File: src/rtl/mult_top.sv
// -----------------------------------------------------------------------------
// mult_top: sequential unsigned fixed-point shift-add multiplier.
//
// Computes Q = (A * B) >> FRAC, consuming one multiplier bit per clock. The
// start/busy/valid/ov handshake matches the companion divider, so one controller
// can drive both blocks.
//
// Timing: a start accepted at edge N holds busy high through edge N+WIDTH. At
// edge N+WIDTH+1, Q/ov are updated and valid pulses for one cycle. A start that
// arrives while busy, or during the DONE cycle, is dropped.
//
// Configuration macro:
//   MULT_ROUND_EN  When defined and FRAC > 0, the result is rounded half-up
//                  instead of truncated. A carry out of the result field from
//                  this rounding also sets ov.
//
// Parameters:
//   WIDTH  operand/result width in bits
//   FRAC   fractional bits in A, B and Q (0 <= FRAC < WIDTH)
//
// Ports:
//   clk    in   1      rising-edge clock
//   rst    in   1      synchronous, active-high reset
//   start  in   1      operation request, sampled only when idle
//   A      in   WIDTH  multiplicand, latched on accepted start
//   B      in   WIDTH  multiplier, latched on accepted start
//   Q      out  WIDTH  result; holds the last completed value
//   busy   out  1      high while the shift-add loop runs
//   valid  out  1      one-cycle pulse when Q/ov are updated
//   ov     out  1      result does not fit in WIDTH bits; valid with Q
// -----------------------------------------------------------------------------
module mult_top #(
    parameter int WIDTH = 10,
    parameter int FRAC  = 5
) (
    input  logic             clk,
    input  logic             rst,
    input  logic             start,
    input  logic [WIDTH-1:0] A,
    input  logic [WIDTH-1:0] B,
    output logic [WIDTH-1:0] Q,
    output logic             busy,
    output logic             valid,
    output logic             ov
);

    localparam int PW    = 2 * WIDTH;
    localparam int CNT_W = (WIDTH > 1) ? $clog2(WIDTH) : 1;
    localparam logic [CNT_W-1:0] LAST_CNT = CNT_W'(WIDTH - 1);

    typedef enum logic [1:0] {
        IDLE = 2'd0,
        RUN  = 2'd1,
        DONE = 2'd2
    } state_t;

    state_t state;
    state_t state_next;

    logic [PW-1:0]    mcand;
    logic [WIDTH-1:0] mplr;
    logic [PW-1:0]    acc;
    logic [CNT_W-1:0] cnt;

    logic [PW-1:0]    rounded;
    logic [WIDTH-1:0] q_next;
    logic             ov_next;

    // -------------------------------------------------------------------------
    // FSM state register
    // -------------------------------------------------------------------------
    always_ff @(posedge clk) begin
        if (rst) begin
            state <= IDLE;
        end else begin
            state <= state_next;
        end
    end

    // -------------------------------------------------------------------------
    // FSM next-state logic
    // -------------------------------------------------------------------------
    // NOTE: assigning state_next a default before the case means every path
    // drives it, so no latch is inferred.
    always_comb begin
        state_next = state;
        case (state)
            IDLE:    if (start) state_next = RUN;
            RUN:     if (cnt == LAST_CNT) state_next = DONE;
            DONE:    state_next = IDLE;
            default: state_next = IDLE;
        endcase
    end

    assign busy = (state == RUN);

    // -------------------------------------------------------------------------
    // Result formatting: optional round-half-up ahead of the field select.
    // The sum cannot overflow PW bits, because (2^W-1)^2 + 2^(FRAC-1) < 2^(2W).
    // -------------------------------------------------------------------------
`ifdef MULT_ROUND_EN
    generate
        if (FRAC > 0) begin : g_round
            localparam logic [PW-1:0] HALF = PW'(1) << (FRAC - 1);
            assign rounded = acc + HALF;
        end else begin : g_no_round
            assign rounded = acc;
        end
    endgenerate
`else
    assign rounded = acc;
`endif

    assign q_next  = rounded[FRAC+WIDTH-1:FRAC];
    assign ov_next = |rounded[PW-1:FRAC+WIDTH];

    // -------------------------------------------------------------------------
    // Datapath: operand latch, shift-add loop, result/flag registers
    // -------------------------------------------------------------------------
    // NOTE: sequential state uses non-blocking assignments. All flops then
    // update together from the values that were present before the edge.
    always_ff @(posedge clk) begin
        if (rst) begin
            // NOTE: every datapath register is reset. There is no memory array
            // here, and a reset during a run must leave Q/ov reading zero.
            mcand <= '0;
            mplr  <= '0;
            acc   <= '0;
            cnt   <= '0;
            Q     <= '0;
            ov    <= 1'b0;
            valid <= 1'b0;
        end else begin
            valid <= 1'b0;
            case (state)
                IDLE: begin
                    if (start) begin
                        mcand <= {{WIDTH{1'b0}}, A};
                        mplr  <= B;
                        acc   <= '0;
                        cnt   <= '0;
                    end
                end
                RUN: begin
                    if (mplr[0]) begin
                        acc <= acc + mcand;
                    end
                    mcand <= mcand << 1;
                    mplr  <= mplr >> 1;
                    cnt   <= cnt + 1'b1;
                end
                DONE: begin
                    Q     <= q_next;
                    ov    <= ov_next;
                    valid <= 1'b1;
                end
                default: ;
            endcase
        end
    end

endmodule

File: config.mk
export PLATFORM = sky130hd
export DESIGN_NAME = mult_top
export DESIGN_NICKNAME = d
export VERILOG_FILES = /design/src/rtl/mult_top.sv
export SDC_FILE = /design/constraint.sdc
export NUM_CORES = 1
export LEC_CHECK = 0
export ABC_CLOCK_PERIOD_IN_PS = 4000
export BUFFER_PORTS_ARGS = -buffer_cell sky130_fd_sc_hd__buf_2
export CAP_MARGIN = 20
export CORE_MARGIN = 10
export CORE_UTILIZATION = 55
export CTS_BUF_LIST = sky130_fd_sc_hd__clkbuf_4
export DETAILED_ROUTE_END_ITERATION = 8
export GPL_ROUTABILITY_DRIVEN = 0
export PLACE_DENSITY = 0.77
export SYNTH_ARGS = -nofsm -noshare
export SYNTH_HDL_FRONTEND = slang
export SYNTH_SLANG_ARGS = --single-unit
File: constraint.sdc
create_clock -name clk -period 4 [get_ports clk]
set_input_delay 0.8 -clock clk [delete_from_list [all_inputs] [get_ports clk]]
set_output_delay 0.8 -clock clk [all_outputs]
set_load 0.05 [all_outputs]
; ---- After elaboration in Yosys (flattened, before gate mapping)
; Cells that the tools add are included.
[word_totals]
register_bits = 68
inputBits = 23
elab_cells = 35
[classes]
n_addsub = 2
n_eq_ne = 6
muxes = 13
reduce_logical = 6
[ops]
columns = cell, n
row1 = 20-bit one-hot mux with 2 select lines, 2
row2 = 20-bit two-way mux, 3
row3 = 20-bit adder, 1
row4 = 10-bit one-hot mux with 2 select lines, 1
row5 = 10-bit two-way mux, 1
row6 = 4-bit one-hot mux with 2 select lines, 1
row7 = 5-bit OR reduction, 1
row8 = "4-bit by 1-bit adder with 4-bit output, second input constant", 1
row9 = "4-bit equality test, second input constant", 1
row10 = 2-bit two-way mux, 2
row11 = 4-bit two-way mux, 1
row12 = "2-bit by 1-bit != test with 1-bit output, second input constant", 2
row13 = 2-bit one-hot mux with 2 select lines, 1
row14 = 2-bit AND reduction, 2
row15 = 3-bit AND reduction, 1
row16 = "2-bit by 1-bit equality test with 1-bit output, second input constant", 1
row17 = "2-bit equality test, second input constant", 1
row18 = 2-bit zero test, 1
row19 = "2-bit != test, second input constant", 1
row20 = 2-bit nonzero test, 1
row21 = 1-bit two-way mux, 1

; ---- Longest topological paths before layout
[logic_depth]
word_depth = 3
ltp_mapped = 8

; ---- Worst setup path after synthesis
; OpenSTA, ideal clock, no wires.
[synth_path]
path_type = register to output
from = register state[1]
to = output busy
arrival_ns = 1.384
slack_ns = 1.816
stages_incl_launch_ff = 5
path_buffers = 2
path_cell_list = dfxtp_1 buf_2 nand2b_1 clkinv_1 buf_1
[synth_between]
elab_chain_len = 1
[synth_rtl]
columns = item, line
row1 = "start, declared", 57  ; state_t state;
row2 = "start signal, assigned", 76  ; state <= state_next;
row3 = 2-bit by 1-bit equality test with 1-bit output, 95  ; assign busy = (state == RUN);
row4 = "end, declared", 42  ; output logic busy,
; Every way passes these cells.

; ---- Worst setup path after layout
; Ends and elaborated chain as after synthesis.

==> key figures <==
STA
  • Min Tclk post-route: ~3.1 ns
  • Rel. slew slack: 38.8%
  • TNS Setup: 0 ns
  • Fin. Hold Viols: 0
  • Fmax: 322 MHz
  • Worst Skew: approximately 0.014 ns
  • WHS: about 0.45 ns
  • Tcrit/Tclk final: around 80%
  • Slew Limit Fails: 0
  • # setup viols final: 0
  • Worst-Margin Slew: approximately 0.92 ns
  • RSZ-0062 raised after global routing: no

Hold path
  • Hold endpoint: Q[7]
  • WHS Path Cells: 2
  • Min-delay src: Q[7]
  • Worst min-delay path class: flip-flop to flip-flop

Placed design
  • HPWL Detailed: 6090 µm
  • Dpl cells: 549
  • Port Buffer Count: 35

Synth
  • Warnings, synthesis: 0
  • Synth Area in Compound Gates: between 20% and 30%
  • Count leader, synth: nand2_1
  • Synth cell count leaders: nand2_1, dfxtp_1, nor2_1
  • Leading area contributor after synthesis: dfxtp_1
  • Post-synth EDFFs: 0
  • Post-synthesis sequential area ratio: a little under two fifths
  • Synthesized flop and latch total: a little under 70
  • Top_reg_cell synth: dfxtp_1
  • Cell variety after synth: 45
  • Mux share of post-synthesis cell area: ~1.4%
  • Synth Cell Area: about 3600 µm²
  • Simple-Gate Fraction of Synth Area: 21.9%
  • Synthesized instance count: ~460
  • Synth Area in Adders: 7.81%
  • Top-area cell type share of the netlist area: between 30% and 40%
  • Largest family of logic cells by synthesized area: compound AO/OA/AOI/OAI gates
  • Mapped Avg Cell Area: around 7.9 µm²
  • XOR/XNOR share of the synthesized area: 2.66%
  • Synth Net Count: 506
  • Area contributors post-synth: dfxtp_1, nand2_1, ha_1
  • Share of flip-flops with an asynchronous set or reset: 0%

Critical path
  • CP Capture Type: output port
  • Crit Path Max Fanout: 23
  • R2R setup slack: approximately 1.3 ns
  • Worst Reg-to-Reg Cells: 8
  • Setup CP Type: flip-flop to output port
  • Reg-to-Reg End: acc[19]
  • Data required, critical path: between 3 and 4 ns
  • WP data arrival: ~2.3 ns
  • Worst setup path startpoint: state[1]
  • Crit path launch type: flip-flop
  • Reg2reg start: state[1]

Floorplan
  • I/O pin cnt: 36
  • Die X: just over 100 µm
  • Die Area: around 10,000 µm²
  • Initial Util: between 50 and 60%
  • Core box area: about 6400 µm²
  • Die extent in y: roughly 100 µm
  • Rows: 29

Clocking
  • Setup repair bufs after CTS: 0
  • PostCTS Resize Cnt: 0
  • Clk_lat worst skew: between 0.4 and 0.5 ns
  • H-tree levels: 3
  • # hold bufs at CTS: 0
  • CTS root buf: clkbuf_4
  • Clk buf depth: 2
  • Worst-path clk slew: about 0.1 ns
  • Inserted Clock Buffers: 9
  • CTS tree: built
  • Clock Sinks: 68

Pwr
  • Logic pwr share: between 10 and 15%
  • NetSw: approximately 0.34 mW
  • Internal Pwr Total: approximately 0.89 mW
  • Clock Power Share: 30.9%
  • VDD IR max: around 0.22 mV
  • Total power: ~1.2 mW
  • Net Sw Frac: around 28%
  • P per Cell Area: approximately 310 nW/µm²
  • Flop pwr share: between 50% and 60%
  • Leak: about 1.7 nW

Layout
  • Register Area: 1360 µm²
  • Layout area overhead: 8.09%
  • Layout cells sized above 1: approximately 13%
  • Fin cells: roughly 560
  • Area of the multi-input gates: roughly 2100 µm²
  • Fin util: 61.3%
  • Fillers: between 500 and 600
  • # diodes: 0
  • Layout Nets: 528

GRT
  • Vias in the first global route: 3,000
  • Initial antenna violation count: 0
  • First-pass GRT wire length: between 10,000 and 15,000 µm
  • Total congestion overflow: 0
  • GRT Total Usage: 17.0%
  • Largest net degree at the start of global routing: 34

Detailed routing
  • DR iter-0 viols: around 290
  • DRC viols: 0
  • Vias/cell: 5.98
  • Via count: 3,375
  • Remaining antenna violation count after routing: 0
  • WL/cell: roughly 15 µm
  • TritonRoute pass-1 iters: 7
  • Final Routed Wirelength: roughly 8600 µm

Outcome
  • Outcome: complete, no violations

Run
  • Max-cap viol count: 0
-- flip-flops by register name, summed over array words and instances (netlist names) --
name and cells:
cnt 4, state 2, mcand 20, mplr 10, acc 20, ov 1
Q 10, valid 1
-- worst max-delay path by stage --
stage,to,slack (ns),depth (start not counted)
floorplan,busy,1.82,4
global placement,busy,1.31,3
detailed placement,busy,1.32,3
CTS,busy,0.83,3
global route,busy,0.64,3
finish,busy,0.89,3
-- per-layer routing --
metal | GRT usage (%) | wire length, µm | vias up
met3 | 4.15 | 638 | 18
met1 | 22.7 | 3940 | 1554
met5 | 0 | 0 | -
met2 | 25.7 | 3860 | 115
li1 | - | - | 1688
met4 | 6.75 | 181 | 0
-- placed cells by master (no fill, tap or decap), types with 3 or more instances in the layout --
cell type,synthesis,routed
a21oi_1,42,42
buf_4,0,3
nor3_1,10,10
clkbuf_4,0,12
o31ai_1,3,3
o21ai_0,22,22
dfxtp_1,68,68
xor2_1,7,7
or3_1,4,4
nand3_1,6,6
nand4_1,3,3
a211oi_1,4,4
and4_1,3,3
clkinv_1,1,3
nor2b_1,7,7
inv_1,11,11
buf_2,4,35
a22oi_1,20,20
a21o_1,8,8
ha_1,21,21
a31oi_1,3,3
nor2_1,61,61
nand2_1,75,75
mux2i_1,4,4
nand2b_1,3,3
a311oi_1,16,16
xnor2_1,4,4
and3_1,7,7
-- critical path: stages, from the launching register on --
cell	delay (ns)
dfxtp_1	0.68
nand2b_1	0.72
clkinv_1	0.23
buf_2	0.27
-- cell families (layout without fill, tap and decap cells) --
kind of cell / Yosys count / after routing
buffers and inverters: 39 / 65
xor gates and xnor gates: 11 / 11
adders and majority gates: 22 / 22
and+or+nand+nor: 183 / 183
AOI/OAI and AO/OA: 133 / 133
muxes: 5 / 5
DFF: 68 / 68
-- power groups by stage --
stage,Sequential [mW],Combinational (mW),Clock [mW]
after floorplan,0.725,0.102,0
after global placement,0.732,0.128,0
after detailed placement,0.733,0.132,0
after CTS,0.717,0.132,0.388
after global routing,0.722,0.150,0.414
final,0.718,0.133,0.381
-- cell type report --
cell class	count	share of cell area, %
Clock buffer	12	2.30
Multi-Input combinational cell	354	53.9
Clock inverter	3	0.384
Inverter	12	1.15
Tap cell	77	2.46
Sequential cell	68	34.8
Timing Repair Buffer	38	5.05
-- per-stage QoR --
stage / worst slack, ns / cell area (µm²)
after global routing: 0.639 / 3910
final: 0.891 / 3910
after CTS: 0.835 / 3910
after global placement: 1.31 / 3810
after detailed placement: 1.32 / 3810
after floorplan: 1.82 / 3620
No activity file was read; power rests on OpenSTA's default activity.
